===== src/rtl/clk_div_gen_pkg.sv =====
// Shared types, limits and helpers for the clk_div_gen divider channels.
package clk_div_gen_pkg;

    localparam int unsigned MAX_CHANNELS = 16;
    localparam int unsigned MAX_WIDTH    = 32;

    typedef struct packed {
        logic pending;
        logic tick;
        logic clk_out;
    } chan_flags_t;

    // ceil(d/2) formed as (d>>1) + d[0]; cannot overflow for any d
    function automatic logic [MAX_WIDTH-1:0] half_ceil(input logic [MAX_WIDTH-1:0] d);
        return (d >> 1) + {{(MAX_WIDTH-1){1'b0}}, d[0]};
    endfunction

endpackage


===== src/rtl/clk_div_chan.sv =====
// One divider channel: active/shadow divisor, period counter, tick and clk_out flops.
// Optional CLK_DIV_GEN_PHASE_EN adds a per-channel phase preset applied on sync.
module clk_div_chan
    import clk_div_gen_pkg::*;
#(
    parameter int unsigned WIDTH     = 16,
    parameter int unsigned RESET_DIV = 2
) (
    input  logic             clk,
    input  logic             rst,
    input  logic [WIDTH-1:0] div_in,
    input  logic             div_load,
    input  logic             enable,
    input  logic             sync,
`ifdef CLK_DIV_GEN_PHASE_EN
    input  logic [WIDTH-1:0] phase_in,
`endif
    output logic             tick,
    output logic             clk_out,
    output logic             pending
);

    typedef struct packed {
        logic [WIDTH-1:0] d;
        logic [WIDTH-1:0] s;
        logic [WIDTH-1:0] cnt;
        chan_flags_t      flags;
    } chan_state_t;

    chan_state_t      state_q;
    chan_state_t      state_n;
    logic [WIDTH-1:0] step;
    logic [MAX_WIDTH-1:0] hc;
    logic             running;
    logic             wrap;

    always_comb begin
        state_n            = state_q;
        state_n.flags.tick = 1'b0;

        // >= rather than == keeps a held count that exceeds a freshly loaded divisor in range
        step    = (state_q.cnt >= state_q.d - WIDTH'(1)) ? '0 : state_q.cnt + WIDTH'(1);
        hc      = half_ceil(MAX_WIDTH'(state_q.d));
        running = enable && (state_q.d != '0);
        wrap    = running && (step == '0);

        if (sync) begin
            if (div_load) begin
                state_n.d = div_in;
                state_n.s = div_in;
            end else if (state_q.flags.pending) begin
                state_n.d = state_q.s;
            end
            state_n.cnt           = '0;
`ifdef CLK_DIV_GEN_PHASE_EN
            if (phase_in < state_n.d) begin
                state_n.cnt = phase_in;
            end
`endif
            state_n.flags.pending = 1'b0;
            state_n.flags.clk_out = 1'b0;
        end else begin
            if (state_q.d == '0) begin
                state_n.cnt           = '0;
                state_n.flags.clk_out = 1'b0;
            end else if (enable) begin
                state_n.cnt           = step;
                state_n.flags.tick    = wrap;
                state_n.flags.clk_out = (step != '0) && (MAX_WIDTH'(step) <= hc);
            end

            if (div_load) begin
                state_n.s = div_in;
                if (wrap || !running) begin
                    state_n.d             = div_in;
                    state_n.flags.pending = 1'b0;
                end else begin
                    state_n.flags.pending = 1'b1;
                end
            end else if (wrap && state_q.flags.pending) begin
                state_n.d             = state_q.s;
                state_n.flags.pending = 1'b0;
            end
        end
    end

    always_ff @(posedge clk) begin
        if (rst) begin
            state_q.d     <= WIDTH'(RESET_DIV);
            state_q.s     <= WIDTH'(RESET_DIV);
            state_q.cnt   <= '0;
            state_q.flags <= '0;
        end else begin
            state_q <= state_n;
        end
    end

    assign tick    = state_q.flags.tick;
    assign clk_out = state_q.flags.clk_out;
    assign pending = state_q.flags.pending;

endmodule


===== src/rtl/clk_div_gen.sv =====
// Multi-channel programmable clock-enable / divided-clock generator.
// Define CLK_DIV_GEN_PHASE_EN to add the phase_in port for per-channel sync offsets.
module clk_div_gen
    import clk_div_gen_pkg::*;
#(
    parameter int unsigned CHANNELS  = 4,
    parameter int unsigned WIDTH     = 16,
    parameter int unsigned RESET_DIV = 2
) (
    input  logic                      clk,
    input  logic                      rst,
    input  logic [CHANNELS*WIDTH-1:0] div_in,
    input  logic [CHANNELS-1:0]       div_load,
    input  logic [CHANNELS-1:0]       enable,
    input  logic                      sync,
`ifdef CLK_DIV_GEN_PHASE_EN
    input  logic [CHANNELS*WIDTH-1:0] phase_in,
`endif
    output logic [CHANNELS-1:0]       tick,
    output logic [CHANNELS-1:0]       clk_out,
    output logic [CHANNELS-1:0]       pending
);

    if (CHANNELS < 1 || CHANNELS > MAX_CHANNELS || WIDTH < 1 || WIDTH > MAX_WIDTH) begin : g_bad_cfg
        $error("clk_div_gen: unsupported CHANNELS/WIDTH");
    end

    for (genvar i = 0; i < CHANNELS; i++) begin : g_chan
        clk_div_chan #(
            .WIDTH     (WIDTH),
            .RESET_DIV (RESET_DIV)
        ) u_chan (
            .clk      (clk),
            .rst      (rst),
            .div_in   (div_in[i*WIDTH +: WIDTH]),
            .div_load (div_load[i]),
            .enable   (enable[i]),
            .sync     (sync),
`ifdef CLK_DIV_GEN_PHASE_EN
            .phase_in (phase_in[i*WIDTH +: WIDTH]),
`endif
            .tick     (tick[i]),
            .clk_out  (clk_out[i]),
            .pending  (pending[i])
        );
    end

endmodule


===== config.mk =====
export PLATFORM = sky130hd
export DESIGN_NAME = clk_div_gen
export DESIGN_NICKNAME = d
export VERILOG_FILES = /design/src/rtl/clk_div_gen_pkg.sv /design/src/rtl/clk_div_chan.sv /design/src/rtl/clk_div_gen.sv
export SDC_FILE = /design/constraint.sdc
export NUM_CORES = 1
export LEC_CHECK = 0
export BUFFER_PORTS_ARGS = -buffer_cell sky130_fd_sc_hd__buf_2
export CAP_MARGIN = 20
export CORE_MARGIN = 10
export CORE_UTILIZATION = 67
export CTS_CLUSTER_DIAMETER = 30
export DETAILED_ROUTE_END_ITERATION = 8
export GPL_TIMING_DRIVEN = 1
export PLACE_DENSITY = 0.86
export SLEW_MARGIN = 10
export SYNTH_ARGS = -nofsm -noshare
export SYNTH_HDL_FRONTEND = slang
export SYNTH_SLANG_ARGS = --single-unit

===== constraint.sdc =====
create_clock -name clk -period 10.7 [get_ports clk]
set_input_delay 2.14 -clock clk [delete_from_list [all_inputs] [get_ports clk]]
set_output_delay 2.14 -clock clk [all_outputs]
set_load 0.005 [all_outputs]

=== Word-level counts from Yosys, hierarchy flattened ===
Index checks and enable logic that the tools add are counted.

* Add/sub/neg operators: 12
* Magnitude comparators: 8
* Eq/ne operators: 8
* Multiplexer cells: 52
* Bitwise logic cells: 4
* Reductions and logical operators: 61

{| class="wikitable"
|+ Operators by type and width
! cell !! count
|-
| $mux 16 || 36
|-
| $mux 49 || 4
|-
| $le 16x32->1 || 4
|-
| $logic_not 16->1 || 8
|-
| $reduce_bool 16->1 || 8
|-
| $add 15x1->16 || 4
|-
| $add 16x1->16 const B || 4
|-
| $ge 16x16->1 || 4
|-
| $sub 16x1->16 const B || 4
|-
| $logic_and 1x1->1 || 16
|-
| $reduce_or 4->1 || 4
|-
| $mux 1 || 12
|-
| $ne 3x1->1 const B || 4
|-
| $ne 3x2->1 const B || 4
|-
| $reduce_and 3->1 || 4
|-
| $reduce_bool 3->1 || 4
|-
| $reduce_or 3->1 || 4
|-
| $reduce_bool 2->1 || 4
|-
| $logic_not 1->1 || 4
|-
| $logic_or 1x1->1 || 4
|-
| $not 1->1 || 4
|-
| $reduce_or 2->1 || 1
|}

* Bits in registers: 204
* Word-level logic and storage cells: 169

=== Depth between registers and ports, before layout ===
* Depth after elaboration: 9
* Gate-level depth with buffers: 23

=== Cells and area by module ===
A second synthesis with hierarchy kept.

* Cell total of the unflattened synthesis: 1,858
* Area, all modules: 15,501.1 um^2

{| class="wikitable"
|+ By module, submodules not included
! module !! times used !! cells each !! area an instance (um^2) !! seq. area each (um^2)
|-
| clk_div_chan (g_chan[0].u_chan ...) || 2 || 461 || 3,865.0 || 1,021.0
|-
| clk_div_chan (g_chan[1].u_chan) || 1 || 473 || 3,886.2 || 1,021.0
|-
| clk_div_chan (g_chan[3].u_chan) || 1 || 463 || 3,885.0 || 1,021.0
|}

=== Least setup slack after synthesis ===
Ideal clock, no wire load.

* Path type: reg2reg
* Start point: register g_chan[2].u_chan.state_q[38] (netlist name)
* End point: register g_chan[2].u_chan.state_q (netlist bit g_chan[2].u_chan.clk_out)
* Setup time: 0.074 ns
* Arrival time: 4.476 ns
* Path slack: 6.150 ns
* Cell stages (with the launch flop): 21
* Path buffers: 2
* Period minus slack after synthesis: 4.550 ns
* Cells stage by stage: dfxtp_1 -> clkbuf_1 -> nor2_1 -> nand3_1 -> or3_1 -> nor4_1 -> nor4bb_1 -> xnor2_1 -> ha_1 -> nand4_1 -> nor3_1 -> a211o_1 -> clkbuf_1 -> nor2_1 -> ha_1 -> or2_2 -> a21oi_1 -> a211oi_1 -> a2111oi_0 -> o211ai_1 -> a21oi_1

* Word-level cells in the longest chain between the ends: 5
* Elaborated cells between the ends (all ways): 9

{| class="wikitable"
|+ Ends and longest elaborated chain
! what !! RTL line !! source
|-
| start, declared || clk_div_chan.sv:30 || <nowiki>chan_state_t state_q;</nowiki>
|-
| start signal, assigned || clk_div_chan.sv:94 || <nowiki>state_q <= state_n;</nowiki>
|-
| $sub 16x1->16 (*) || clk_div_chan.sv:42 || <nowiki>step = (state_q.cnt >= state_q.d - WIDTH'(1)) ? '0 : state_q.cnt + WIDTH'(1);</nowiki>
|-
| $ge 16x16->1 (*) || clk_div_chan.sv:42 ||
|-
| $mux 16 (*) || clk_div_chan.sv:42 ||
|-
| net g_chan[2].u_chan.step[6] || clk_div_chan.sv:32 || <nowiki>logic [WIDTH-1:0] step;</nowiki>
|-
| $le 16x32->1 / $reduce_bool 16->1 (equally long branches) || clk_div_chan.sv:69 || <nowiki>state_n.flags.clk_out = (step != '0) && (MAX_WIDTH'(step) <= hc);</nowiki>
|-
| $logic_and 1x1->1 (*) || clk_div_chan.sv:69 ||
|}

Mark *: on every way through the listed nets, which the timed path passes. The rest lies on a longest branch.
A chain may end at the register's enable or synchronous reset.

=== Worst setup path after layout ===
* Start point: register g_chan[3].u_chan.state_q[35] (netlist name)
* End point: register g_chan[3].u_chan.state_q (netlist bit g_chan[3].u_chan.clk_out)

* Word-level cells in the longest chain between the ends: 5
* Elaborated cells between the ends (all ways): 9

{| class="wikitable"
|+ Ends and longest elaborated chain
! what !! RTL line
|-
| start, declared || clk_div_chan.sv:30
|-
| start signal, assigned || clk_div_chan.sv:94
|-
| $sub 16x1->16 (*) || clk_div_chan.sv:42
|-
| $ge 16x16->1 (*) || clk_div_chan.sv:42
|-
| $mux 16 (*) || clk_div_chan.sv:42
|-
| net g_chan[3].u_chan.step[1] || clk_div_chan.sv:32
|-
| $le 16x32->1 / $reduce_bool 16->1 (equally long branches) || clk_div_chan.sv:69
|-
| $logic_and 1x1->1 (*) || clk_div_chan.sv:69
|}

Marked as above.

==> results.json <==
{
  "status": "finished clean",
  "async_reset_ff_frac": 0,
  "cp_slowest_cell": "o21a_1",
  "finalSetupViolations": 0,
  "cts_hold_buf": 0,
  "synthAdderAreaFrac": 0.122,
  "yosysTopAreaCellShare": 0.277,
  "fin_skew_ns": 0.0167,
  "synth_top_family_by_area": "simple AND/OR/NAND/NOR gates",
  "cts_sinks": 204,
  "ant_nets": 0,
  "required_ns": 11.12,
  "vias": 12873,
  "dp_hpwl_mm": 26.3,
  "min-delay-start": "g_chan[0].u_chan.state_q[20]",
  "nFillCells": 1507,
  "drc_errors": 0,
  "drt-initial-drc-count": 908,
  "synth_edf_count": 0,
  "leakagePower_nw": 6.93,
  "synth_area_mm2": 0.0147,
  "routedWlPerCell_um": 18.2,
  "gr-total-overflow": 0,
  "endpoint_kind": "flip-flop",
  "grt_antenna_before_repair": 0,
  "rrSetupSlack_ns": 5.30,
  "reg2regPathDepth": 20,
  "finalCritPeriodShare": 0.504,
  "layout_commonest_cell": "nor2_1",
  "rsz0062_at_grt": "no",
  "slew_violations": 0,
  "synthMuxAreaShare": 0.0850,
  "track_usage": 0.250,
  "grt_most_used_layer": "met2",
  "cp_data_arrival_time_ns": 5.82,
  "clkSlewWorstSetupHoldPaths_ns": 0.05,
  "yosys_warnings": 0,
  "r2r-start": "g_chan[3].u_chan.state_q[35]",
  "numPortBuffers": 86,
  "worstSetupStartpointType": "flip-flop",
  "min_path_cells": 2,
  "grt_util_met1": 0.310,
  "yosysSeqAreaShare": 0.277,
  "clock.fmax_mhz": 185,
  "core_area_mm2": 0.0218,
  "die_area_mm2": 0.0283,
  "yosysTopAreaCell": "dfxtp_1",
  "grt_max_degree": 81,
  "final_cell_mix": "232 x nor2_1, 204 x dfxtp_1, 144 x ha_1",
  "vdd_ir_drop_max_mv": 0.140,
  "syn-num-nets": 1948,
  "htreeDepth": 2,
  "critPathKind": "flip-flop to flip-flop",
  "die-height_um": 168,
  "dominantRegCellSynth": "dfxtp_1",
  "place_area_mm2": 0.0149,
  "worstMarginPinSlew_ns": 0.953,
  "start_util": 0.678,
  "synth.distinct_cells": 88,
  "synth_compound_area_frac": 0.136,
  "routed_via_density": 6.31,
  "grt_pass1_vias": 12418,
  "avgSynthCellArea_um2": 8.53,
  "final_nets": 1950,
  "wl_mm": 37.2,
  "synth_cells": 1729,
  "seqCellArea_mm2": 0.00408,
  "cts_tree": "done",
  "yosys.area_share.simple": 0.228,
  "area_delta_synth_final_pct": 10.6,
  "rows": 54,
  "clk_latency_ns": 0.53,
  "min_to": "g_chan[0].u_chan.state_q[20]",
  "routabilityCongestion": 0.951,
  "cp_cell_sequence": "nor3_1, or3b_2, nor3_1, nand3_1, nor3_1, xnor2_1, ha_1, a21o_1, a21o_1, a21oi_1, o21a_1, and2_1, ha_1, nor2b_1, o211ai_1, a21oi_1, a2111o_1, a21oi_1, o211ai_1, o32ai_1",
  "max_slew_margin": 0.362,
  "hold_viol": 0,
  "multi_input_area_mm2": 0.00985,
  "tns_ns": 0,
  "fin_area_mm2": 0.0163,
  "drive_gt1_frac": 0.122,
  "cts-resized-gates": 0,
  "clock_path_buffers": 3,
  "first_pass_iters": 5,
  "die_w_um": 168,
  "cts_setup_buffers": 0,
  "cts_inserted_buffers": 39,
  "powerDensity_mw_per_mm2": 155,
  "hold_path.class": "flip-flop to flip-flop",
  "cp_max_fo": 23,
  "dp.cells": 1969,
  "period_needed_ns": 5.40,
  "num_antenna_cells": 0,
  "layoutNonFillerInstCount": 2041,
  "synthTopCellsByArea": "dfxtp_1 28%, ha_1 12%, mux2i_1 7.1%",
  "use_met3": 0.0421,
  "grt_use_met2": 0.429,
  "slowest_delay_ns": 0.71,
  "io-pin-count": 87,
  "grt_pass1_wl_mm": 60.9,
  "ys_ff_latch": 204,
  "synth-xor-area-share": 0.0968,
  "max_cap_violations": 0,
  "r2r-end": "g_chan[3].u_chan.clk_out",
  "clock-root-buffer": "clkbuf_16"
}
power by group:
group / internal [mW] / switching [mW] / total [mW]
Sequential: 0.798 / 0.0473 / 0.845
Combinational: 0.161 / 0.208 / 0.369
Clock: 0.882 / 0.436 / 1.32
worst max path at each step:
| stage | startpoint | end | slack, ns | cells after the start |
|---|---|---|---|---|
| final | g_chan[3].u_chan.state_q[35] | g_chan[3].u_chan.clk_out | 5.30 | 20 |
| after global routing | g_chan[2].u_chan.state_q[38] | g_chan[2].u_chan.clk_out | 4.83 | 19 |
| after CTS | g_chan[3].u_chan.state_q[35] | g_chan[3].u_chan.clk_out | 5.37 | 20 |
| after detailed placement | g_chan[3].u_chan.state_q[35] | g_chan[3].u_chan.clk_out | 5.48 | 20 |
| after global placement | g_chan[3].u_chan.state_q[35] | g_chan[3].u_chan.clk_out | 5.67 | 20 |
| after floorplan | g_chan[2].u_chan.state_q[38] | g_chan[2].u_chan.clk_out | 6.15 | 20 |
kinds of logic (layout without fill, tap and decap cells):
family	after synthesis	in the layout
AND/OR/NAND/NOR	661	661
AO/OA/AOI/OAI	270	270
flip-flops	204	204
buffers and inverters	164	196
XOR/XNOR	163	163
adder cells (fa/ha/maj)	144	144
multiplexers	123	123
cell type report:
cell class,instances,share of cell area
Multi-Input combinational cell,1361,0.604
Sequential cell,204,0.250
Clock buffer,45,0.0644
Timing Repair Buffer,92,0.0294
Clock inverter,26,0.0228
Tap cell,280,0.0215
Inverter,33,0.00759
layer usage:
metal	wire, um	up-vias
met1	15800	6080
met4	1010	0
met5	0	-
met3	2450	98
li1	-	6208
met2	18000	487
cell usage after synthesis (10+ instances only):
cell and number:
nor2_1 232, dfxtp_1 204, ha_1 144, mux2i_1 105, nand2_1 99, xnor2_1 87
xor2_1 76, a21oi_1 71, nand3_1 66, clkbuf_1 58, nand4_1 44, nor3_1 43
a22o_1 41, o21ai_0 35, inv_1 33, buf_2 29, nand2b_1 26, buf_4 24
nor2b_1 22, and3_1 21, nor4_1 20, a221o_1 17, and4_1 16, nand3b_1 16
a211oi_1 11, o211ai_1 11, a21o_1 10, mux2_1 10, or3_1 10
through the flow:
stage                     power, mW  hold slack, ns  utilization  worst slack [ns]
after floorplan                1.14           0.438            -              6.15
after global placement         1.20           0.453        0.683              5.67
after detailed placement       1.22           0.460        0.684              5.48
after CTS                      2.54           0.487        0.749              5.37
after global routing           2.62           0.507        0.750              4.83
final                          2.53           0.493        0.750              5.30
state kept, by name, summed over array words and instances (netlist names):
| signal | count |
|---|---|
| g_chan.u_chan.tick | 4 |
| g_chan.u_chan.clk_out | 4 |
| g_chan.u_chan.pending | 4 |
| g_chan.u_chan.state_q | 192 |
critical path, delay by kind of cell, from the launching register on:
kind                     cells  cell delay [ns]
XOR/XNOR                     1             0.15
AND/OR/NAND/NOR              7             2.08
flip-flops                   1             0.33
adder cells (fa/ha/maj)      2             0.50
AO/OA/AOI/OAI               10             2.23
Note: power is estimated with default switching activity, not from simulation.
